$ cat config.mk
export PLATFORM = sky130hd
export DESIGN_NAME = breakout_game_ctrl
export DESIGN_NICKNAME = d
export VERILOG_FILES = /design/src/rtl/breakout_game_ctrl.sv
export SDC_FILE = /design/constraint.sdc
export NUM_CORES = 1
export LEC_CHECK = 0
export ABC_AREA = 0
export BUFFER_PORTS_ARGS = -buffer_cell sky130_fd_sc_hd__buf_2
export CORE_MARGIN = 8
export CORE_UTILIZATION = 30
export DETAILED_ROUTE_END_ITERATION = 12
export PLACE_DENSITY = 0.52
export SLEW_MARGIN = 20
export SYNTH_ARGS = -nofsm -noshare
export SYNTH_HDL_FRONTEND = slang
export SYNTH_SLANG_ARGS = --single-unit
$ cat constraint.sdc
create_clock -name clk -period 2.4 [get_ports clk]
set_clock_uncertainty 0.1 [all_clocks]
set_input_delay 0.72 -clock clk [delete_from_list [all_inputs] [get_ports clk]]
set_output_delay 0.72 -clock clk [all_outputs]
set_load 0.01 [all_outputs]
$ cat src/rtl/breakout_game_ctrl.sv
// Breakout game sequencer: game-state FSM, lives/score/level bookkeeping and
// frame-paced ball_step scheduling for the ball/brick datapath.
module breakout_game_ctrl #(
    parameter int         LIVES        = 3,
    parameter int         BLOCKS       = 10,
    parameter int         SERVE_FRAMES = 60,
    parameter logic [9:0] MISS_Y       = 10'd473,
    parameter int         STEP_GAP     = 16,
    parameter int         MAX_LEVEL    = 3,
    parameter int         LEVEL_BLOCKS = 4
) (
    input  logic       clk,
    input  logic       reset,
    input  logic       i_tick,
    input  logic       i_start_btn,
    input  logic       i_erase_enable,
    input  logic [9:0] i_ball_y,
    output logic       o_ball_step,
    output logic       o_ball_rst,
    output logic       o_field_rst,
    output logic [1:0] o_lives,
    output logic [7:0] o_score,
    output logic [1:0] o_level,
    output logic [2:0] o_state,
    output logic       o_game_over,
    output logic       o_game_won
);

    // state | meaning
    // IDLE  | power-up, waiting for first start edge
    // SERVE | ball held at serve position for SERVE_FRAMES ticks
    // PLAY  | ball moving, bricks being erased
    // MISS  | single cycle, lose a life
    // OVER  | no lives left, waiting for start edge
    // WIN   | field cleared, waiting for start edge
    typedef enum logic [2:0] {
        ST_IDLE  = 3'd0,
        ST_SERVE = 3'd1,
        ST_PLAY  = 3'd2,
        ST_MISS  = 3'd3,
        ST_OVER  = 3'd4,
        ST_WIN   = 3'd5
    } state_t;

    localparam int SERVE_W = $clog2(SERVE_FRAMES + 1);
    localparam int BLK_W   = $clog2(BLOCKS + 1);
    localparam int GAP_W   = (STEP_GAP > 1) ? $clog2(STEP_GAP) : 1;

    state_t             r_state;
    state_t             w_state_next;
    logic               r_start_prev;
    logic [SERVE_W-1:0] r_serve_cnt;
    logic [BLK_W-1:0]   r_blocks_left;
    logic [1:0]         r_lives;
    logic [7:0]         r_score;
    logic [1:0]         r_level;
    logic [1:0]         r_pending;
    logic [GAP_W-1:0]   r_gap;
    logic               r_ball_step;
    logic               r_ball_rst;
    logic               r_field_rst;
    logic               r_game_over;
    logic               r_game_won;

    logic               w_start_edge;
    logic               w_erase;
    logic               w_last_brick;
    logic               w_miss;
    logic               w_serve_done;
    logic               w_restart;
    logic               w_sched_on;
    logic               w_ball_rst_next;
    logic               w_field_rst_next;
    logic [7:0]         w_level_calc;

    assign w_start_edge = i_start_btn & ~r_start_prev;
    assign w_erase      = i_erase_enable && (r_state == ST_PLAY);
    assign w_last_brick = (r_state == ST_PLAY) &&
                          ((w_erase && r_blocks_left == BLK_W'(1)) || r_blocks_left == '0);
    assign w_miss       = i_tick && (i_ball_y >= MISS_Y);
    assign w_serve_done = i_tick && (r_serve_cnt <= SERVE_W'(1));
    assign w_restart    = ((r_state == ST_OVER) || (r_state == ST_WIN)) && w_start_edge;
    // Scheduler runs only while PLAY persists, so no step leaks into MISS/WIN.
    assign w_sched_on   = (r_state == ST_PLAY) && (w_state_next == ST_PLAY);
    assign w_level_calc = 8'd1 + (r_score / 8'(LEVEL_BLOCKS));

    always_comb begin
        w_state_next     = r_state;
        w_ball_rst_next  = 1'b1;
        w_field_rst_next = 1'b0;
        case (r_state)
            ST_IDLE: begin
                if (w_start_edge) w_state_next = ST_SERVE;
            end
            ST_SERVE: begin
                if (w_serve_done) w_state_next = ST_PLAY;
            end
            ST_PLAY: begin
                if (w_last_brick)  w_state_next = ST_WIN;
                else if (w_miss)   w_state_next = ST_MISS;
            end
            ST_MISS: begin
                if (r_lives <= 2'd1) w_state_next = ST_OVER;
                else                 w_state_next = ST_SERVE;
            end
            ST_OVER, ST_WIN: begin
                if (w_start_edge) w_state_next = ST_SERVE;
            end
            default: w_state_next = ST_IDLE;
        endcase
        w_ball_rst_next  = (w_state_next != ST_PLAY);
        w_field_rst_next = (w_state_next == ST_IDLE) || w_restart;
    end

    always_ff @(posedge clk) begin
        if (reset) begin
            r_state      <= ST_IDLE;
            r_start_prev <= 1'b0;
            r_ball_rst   <= 1'b1;
            r_field_rst  <= 1'b1;
            r_game_over  <= 1'b0;
            r_game_won   <= 1'b0;
        end else begin
            r_state      <= w_state_next;
            r_start_prev <= i_start_btn;
            r_ball_rst   <= w_ball_rst_next;
            r_field_rst  <= w_field_rst_next;
            r_game_over  <= (w_state_next == ST_OVER);
            r_game_won   <= (w_state_next == ST_WIN);
        end
    end

    // Serve hold: reloaded on every entry into SERVE, counts ticks down to 0.
    always_ff @(posedge clk) begin
        if (reset) begin
            r_serve_cnt <= SERVE_W'(SERVE_FRAMES);
        end else if ((w_state_next == ST_SERVE) && (r_state != ST_SERVE)) begin
            r_serve_cnt <= SERVE_W'(SERVE_FRAMES);
        end else if ((r_state == ST_SERVE) && i_tick && (r_serve_cnt != '0)) begin
            r_serve_cnt <= r_serve_cnt - SERVE_W'(1);
        end
    end

    always_ff @(posedge clk) begin
        if (reset) begin
            r_lives       <= 2'(LIVES);
            r_score       <= 8'd0;
            r_blocks_left <= BLK_W'(BLOCKS);
            r_level       <= 2'd1;
        end else begin
            if (w_restart) begin
                r_lives       <= 2'(LIVES);
                r_score       <= 8'd0;
                r_blocks_left <= BLK_W'(BLOCKS);
            end else begin
                if ((r_state == ST_MISS) && (r_lives != 2'd0)) r_lives <= r_lives - 2'd1;
                if (w_erase) begin
                    if (r_score != 8'hFF)        r_score       <= r_score + 8'd1;
                    if (r_blocks_left != '0)     r_blocks_left <= r_blocks_left - BLK_W'(1);
                end
            end
            // Level trails score by one cycle.
            if (w_level_calc >= 8'(MAX_LEVEL)) r_level <= 2'(MAX_LEVEL);
            else                               r_level <= w_level_calc[1:0];
        end
    end

    // A tick fires the first step at once; remaining steps wait out the gap.
    always_ff @(posedge clk) begin
        if (reset || !w_sched_on) begin
            r_pending   <= 2'd0;
            r_gap       <= '0;
            r_ball_step <= 1'b0;
        end else if (i_tick) begin
            r_ball_step <= (r_level != 2'd0);
            r_pending   <= (r_level != 2'd0) ? (r_level - 2'd1) : 2'd0;
            r_gap       <= GAP_W'(STEP_GAP - 1);
        end else if ((r_pending != 2'd0) && (r_gap == '0)) begin
            r_ball_step <= 1'b1;
            r_pending   <= r_pending - 2'd1;
            r_gap       <= GAP_W'(STEP_GAP - 1);
        end else begin
            r_ball_step <= 1'b0;
            if (r_gap != '0) r_gap <= r_gap - GAP_W'(1);
        end
    end

    assign o_ball_step = r_ball_step;
    assign o_ball_rst  = r_ball_rst;
    assign o_field_rst = r_field_rst;
    assign o_lives     = r_lives;
    assign o_score     = r_score;
    assign o_level     = r_level;
    assign o_state     = r_state;
    assign o_game_over = r_game_over;
    assign o_game_won  = r_game_won;

endmodule

==> impl_metrics.py <==
metrics = {
    "sta": {
        "worst_slew_margin_rel": 0.644,
        "grt_setup_unrepaired": "false",
        "finalSetupViolCount": 0,
        "final_cycle_utilization_of_the_critical_path": 0.886,
        "setup_tns_ps": 0,
        "finalCriticalPeriod_ps": 2130,
        "maxSlewViolCount": 0,
        "timing.hold.ws_ps": 386,
        "achievable-frequency_ghz": 0.470,
        "hold_viol_final": 0,
        "worstMarginPinSlew_ps": 527,
    },
    "synthesis": {
        "area_of_the_mapped_netlist_mm2": 0.00206,
        "sequential_element_share_of_the_synthesized_area": 0.359,
        "asyncSetResetFlopFracSynth": 0,
        "netlist.area_leader.share": 0.359,
        "synth.net_count": 254,
        "primary_flip_flop_cell_chosen_by_synthesis_mapping": "sky130_fd_sc_hd__dfxtp_1",
        "synth.cells.most_frequent": "37 x sky130_fd_sc_hd__dfxtp_1, 18 x sky130_fd_sc_hd__nor2_1, 15 x sky130_fd_sc_hd__inv_1, 12 x sky130_fd_sc_hd__ha_1, 12 x sky130_fd_sc_hd__nand2_1",
        "synth.avg_cell_area_um2": 9.09,
        "post-synth-top-area-cell": "sky130_fd_sc_hd__dfxtp_1",
        "synth_seq_cells": 37,
        "ys_types": 58,
        "synth_cells": 227,
        "synth.area.top_cells": "sky130_fd_sc_hd__dfxtp_1 36%, sky130_fd_sc_hd__ha_1 7.3%, sky130_fd_sc_hd__xnor2_1 3.8%",
        "ys.warnings.count": 0,
        "synth.most_common_cell": "sky130_fd_sc_hd__dfxtp_1",
        "synth_edf_count": 0,
    },
    "power_and_ir_drop": {
        "irDropWorstVdd_uv": 169,
        "power.density_mw_per_mm2": 472,
        "clock_power_share": 0.369,
        "comb_power_share": 0.078,
        "seqPwrFrac": 0.553,
        "power_report.internal_total_mw": 0.865,
        "swShare": 0.239,
        "leakage_nw": 1.01,
        "switching_power_mw": 0.272,
    },
    "run_status": {
        "status": "complete, no violations",
    },
    "clock_tree": {
        "post_cts_resize_count": 0,
        "cts_setup_buffers": 0,
        "clock-root-buffer": "sky130_fd_sc_hd__clkbuf_8",
        "clk_pin_slew_ps": 70,
        "cts_sinks": 37,
        "cts_htree_levels": 2,
        "number_of_buffers_added_by_the_clock_tree_synthesis_step": 5,
        "clk_path_buf_depth": 2,
        "postCtsHoldBufs": 0,
        "clk_latency_ps": 290,
        "cts_tree": "done",
    },
    "critical_path": {
        "critPathTopFamily": "compound AO/OA/AOI/OAI gates",
        "required_ps": 2510,
        "worst-path-buf-inv": 2,
        "critical_path.cell_chain": "buf_2 -> o311a_1 -> o311ai_0 -> or2b_1 -> buf_4 -> nor3_1",
        "worst_setup_path_start_kind": "input pin",
        "r2r_slack_ps": 430,
        "timing.critical_path.slowest_stage_cell": "sky130_fd_sc_hd__o311ai_0",
        "cp_slowest_stage_delay_ps": 410,
        "crit_fanout": 5,
        "rr_startpoint": "o_state[1]",
        "crit_path_end": "r_gap[1]",
        "crit-reg2reg-capture": "r_gap[1]",
        "worst-r2r-cell-count": 5,
        "critical_path_depth": 6,
        "cp-startpoint": "i_ball_y[2]",
        "worst-endpoint-arrival_ps": 2240,
        "timing_worst_setup_path_type": "in -> reg",
        "crit_path_end_kind": "register",
    },
    "finish": {
        "synthToLayoutAreaGrowth_pct": 16.7,
        "sequential_cell_area_um2": 741,
        "num-nets-final": 291,
        "multi_input_area_mm2": 0.00124,
        "fin_util": 0.358,
        "drive_gt1_frac": 0.226,
        "nFillCells": 688,
        "antennaDiodeCount": 0,
    },
    "place": {
        "buffer_ports.inserted": 34,
        "dp.final_hpwl_mm": 3.42,
        "gp_congestion": 0.742,
    },
    "detailed_routing": {
        "antenna_violating_nets_post_route": 0,
        "dr.max_layer_used": "met4",
        "dr_total_vias": 1708,
        "viasPerCell": 4.95,
        "remaining_drcs": 0,
        "route.final.wire_length_mm": 4.44,
        "route.met2.wl_mm": 2.11,
        "met3WireLength_um": 211,
        "drtPass1Iterations": 4,
        "met1Wirelength_mm": 2.07,
        "drt_iter0_markers": 72,
        "detail_routed_net_length_per_standard_cell_um": 12.9,
    },
    "global_route": {
        "global_route.overflow_total": 0,
        "grt_first_pass_wirelength_mm": 8.02,
        "grt_max_degree": 15,
        "antenna_found_initial": 0,
        "track_usage": 0.0993,
        "via_count_of_the_first_global_routing_pass": 1695,
    },
    "die": {
        "core_area_mm2": 0.00672,
        "die_w_um": 98.9,
        "ioPinCount": 35,
        "floorplan.initialDensity": 0.307,
        "die_y_um": 98.9,
        "num_rows": 30,
        "die_area_mm2": 0.00979,
    },
    "flow_run": {
        "maxCapViolations": 0,
    },
    "hold_path": {
        "holdCritPathClass": "reg -> reg",
        "hold_path_depth": 1,
    },
}
-- routing by layer --
layer  vias up  track usage
li1        899            -
met1       780        0.118
met2        24        0.162
met3         5       0.0331
met4         0       0.0354
met5         -            0
-- power by group through the flow --
stage / Combinational, mW / Sequential [mW] / Clock (mW)
6_report: 0.0885 / 0.629 / 0.420
2_1_floorplan: 0.0578 / 0.642 / 0
3_3_place_gp: 0.0897 / 0.643 / 0
4_1_cts: 0.0911 / 0.628 / 0.447
5_1_grt: 0.101 / 0.630 / 0.478
3_5_place_dp: 0.0902 / 0.643 / 0
-- kinds of logic after synthesis --
group | after synthesis | synth area share
compound gates | 50 | 0.182
flops | 37 | 0.359
simple gates | 87 | 0.263
mux | 3 | 0.0146
xor+xnor | 16 | 0.0679
fa+ha+maj | 12 | 0.0728
buf+inv | 22 | 0.0412
-- registers in the layout (all words and copies together) (netlist names), 2 cells and up --
register and count:
o_level 2, r_serve_cnt 6, o_lives 2, r_blocks_left 4, r_pending 2, r_gap 4, o_score 8, o_state 3
-- stage by stage --
step           setup slack (ps)  instances  total power [mW]  instance area [um^2]
2_1_floorplan               276        227             0.700                  2060
3_3_place_gp               9.69        337             0.732                  2330
3_5_place_dp              -91.3        337             0.733                  2330
4_1_cts                     197        345              1.17                  2410
5_1_grt                    72.3        345              1.21                  2410
6_report                    274        345              1.14                  2410
-- layout by cell type (no fill, tap or decap), drive strengths merged, types with 4 or more instances in the layout --
master	count
or4	4
nor2	18
nand2	12
nor3	7
a21o	4
clkbuf	8
buf	37
a21oi	7
o211ai	6
xor2	7
nor2b	4
ha	12
inv	15
a31o	4
nand4	6
nand3	4
o21ai	10
nand2b	4
dfxtp	37
xnor2	9
-- worst reg2reg max path, stage by stage (launching register included) --
cell and delay [ps]:
sky130_fd_sc_hd__dfxtp_1 550, sky130_fd_sc_hd__or3b_1 430, sky130_fd_sc_hd__a21o_1 200, sky130_fd_sc_hd__or2b_1 300, sky130_fd_sc_hd__buf_4 170, sky130_fd_sc_hd__nor3_1 160
-- how the worst min path moves through the flow --
stage                     startpoint    endpoint  slack, ps
after global placement    o_score[2]  o_level[0]        380
after detailed placement  o_score[2]  o_level[0]        380
after CTS                 o_score[2]  o_level[0]        400
after floorplan           o_score[2]  o_level[0]        370
final                     o_score[2]  o_level[0]        390
after global routing      o_score[2]  o_level[0]        430
-- cell type report --
cell class	count	area share
clock buffers	8	0.0333
inverters	15	0.0234
flip-flops and latches	37	0.308
well taps	80	0.0416
multi-input cells	168	0.514
repair buffers	37	0.0800
No activity file was read; power rests on OpenSTA's default activity.
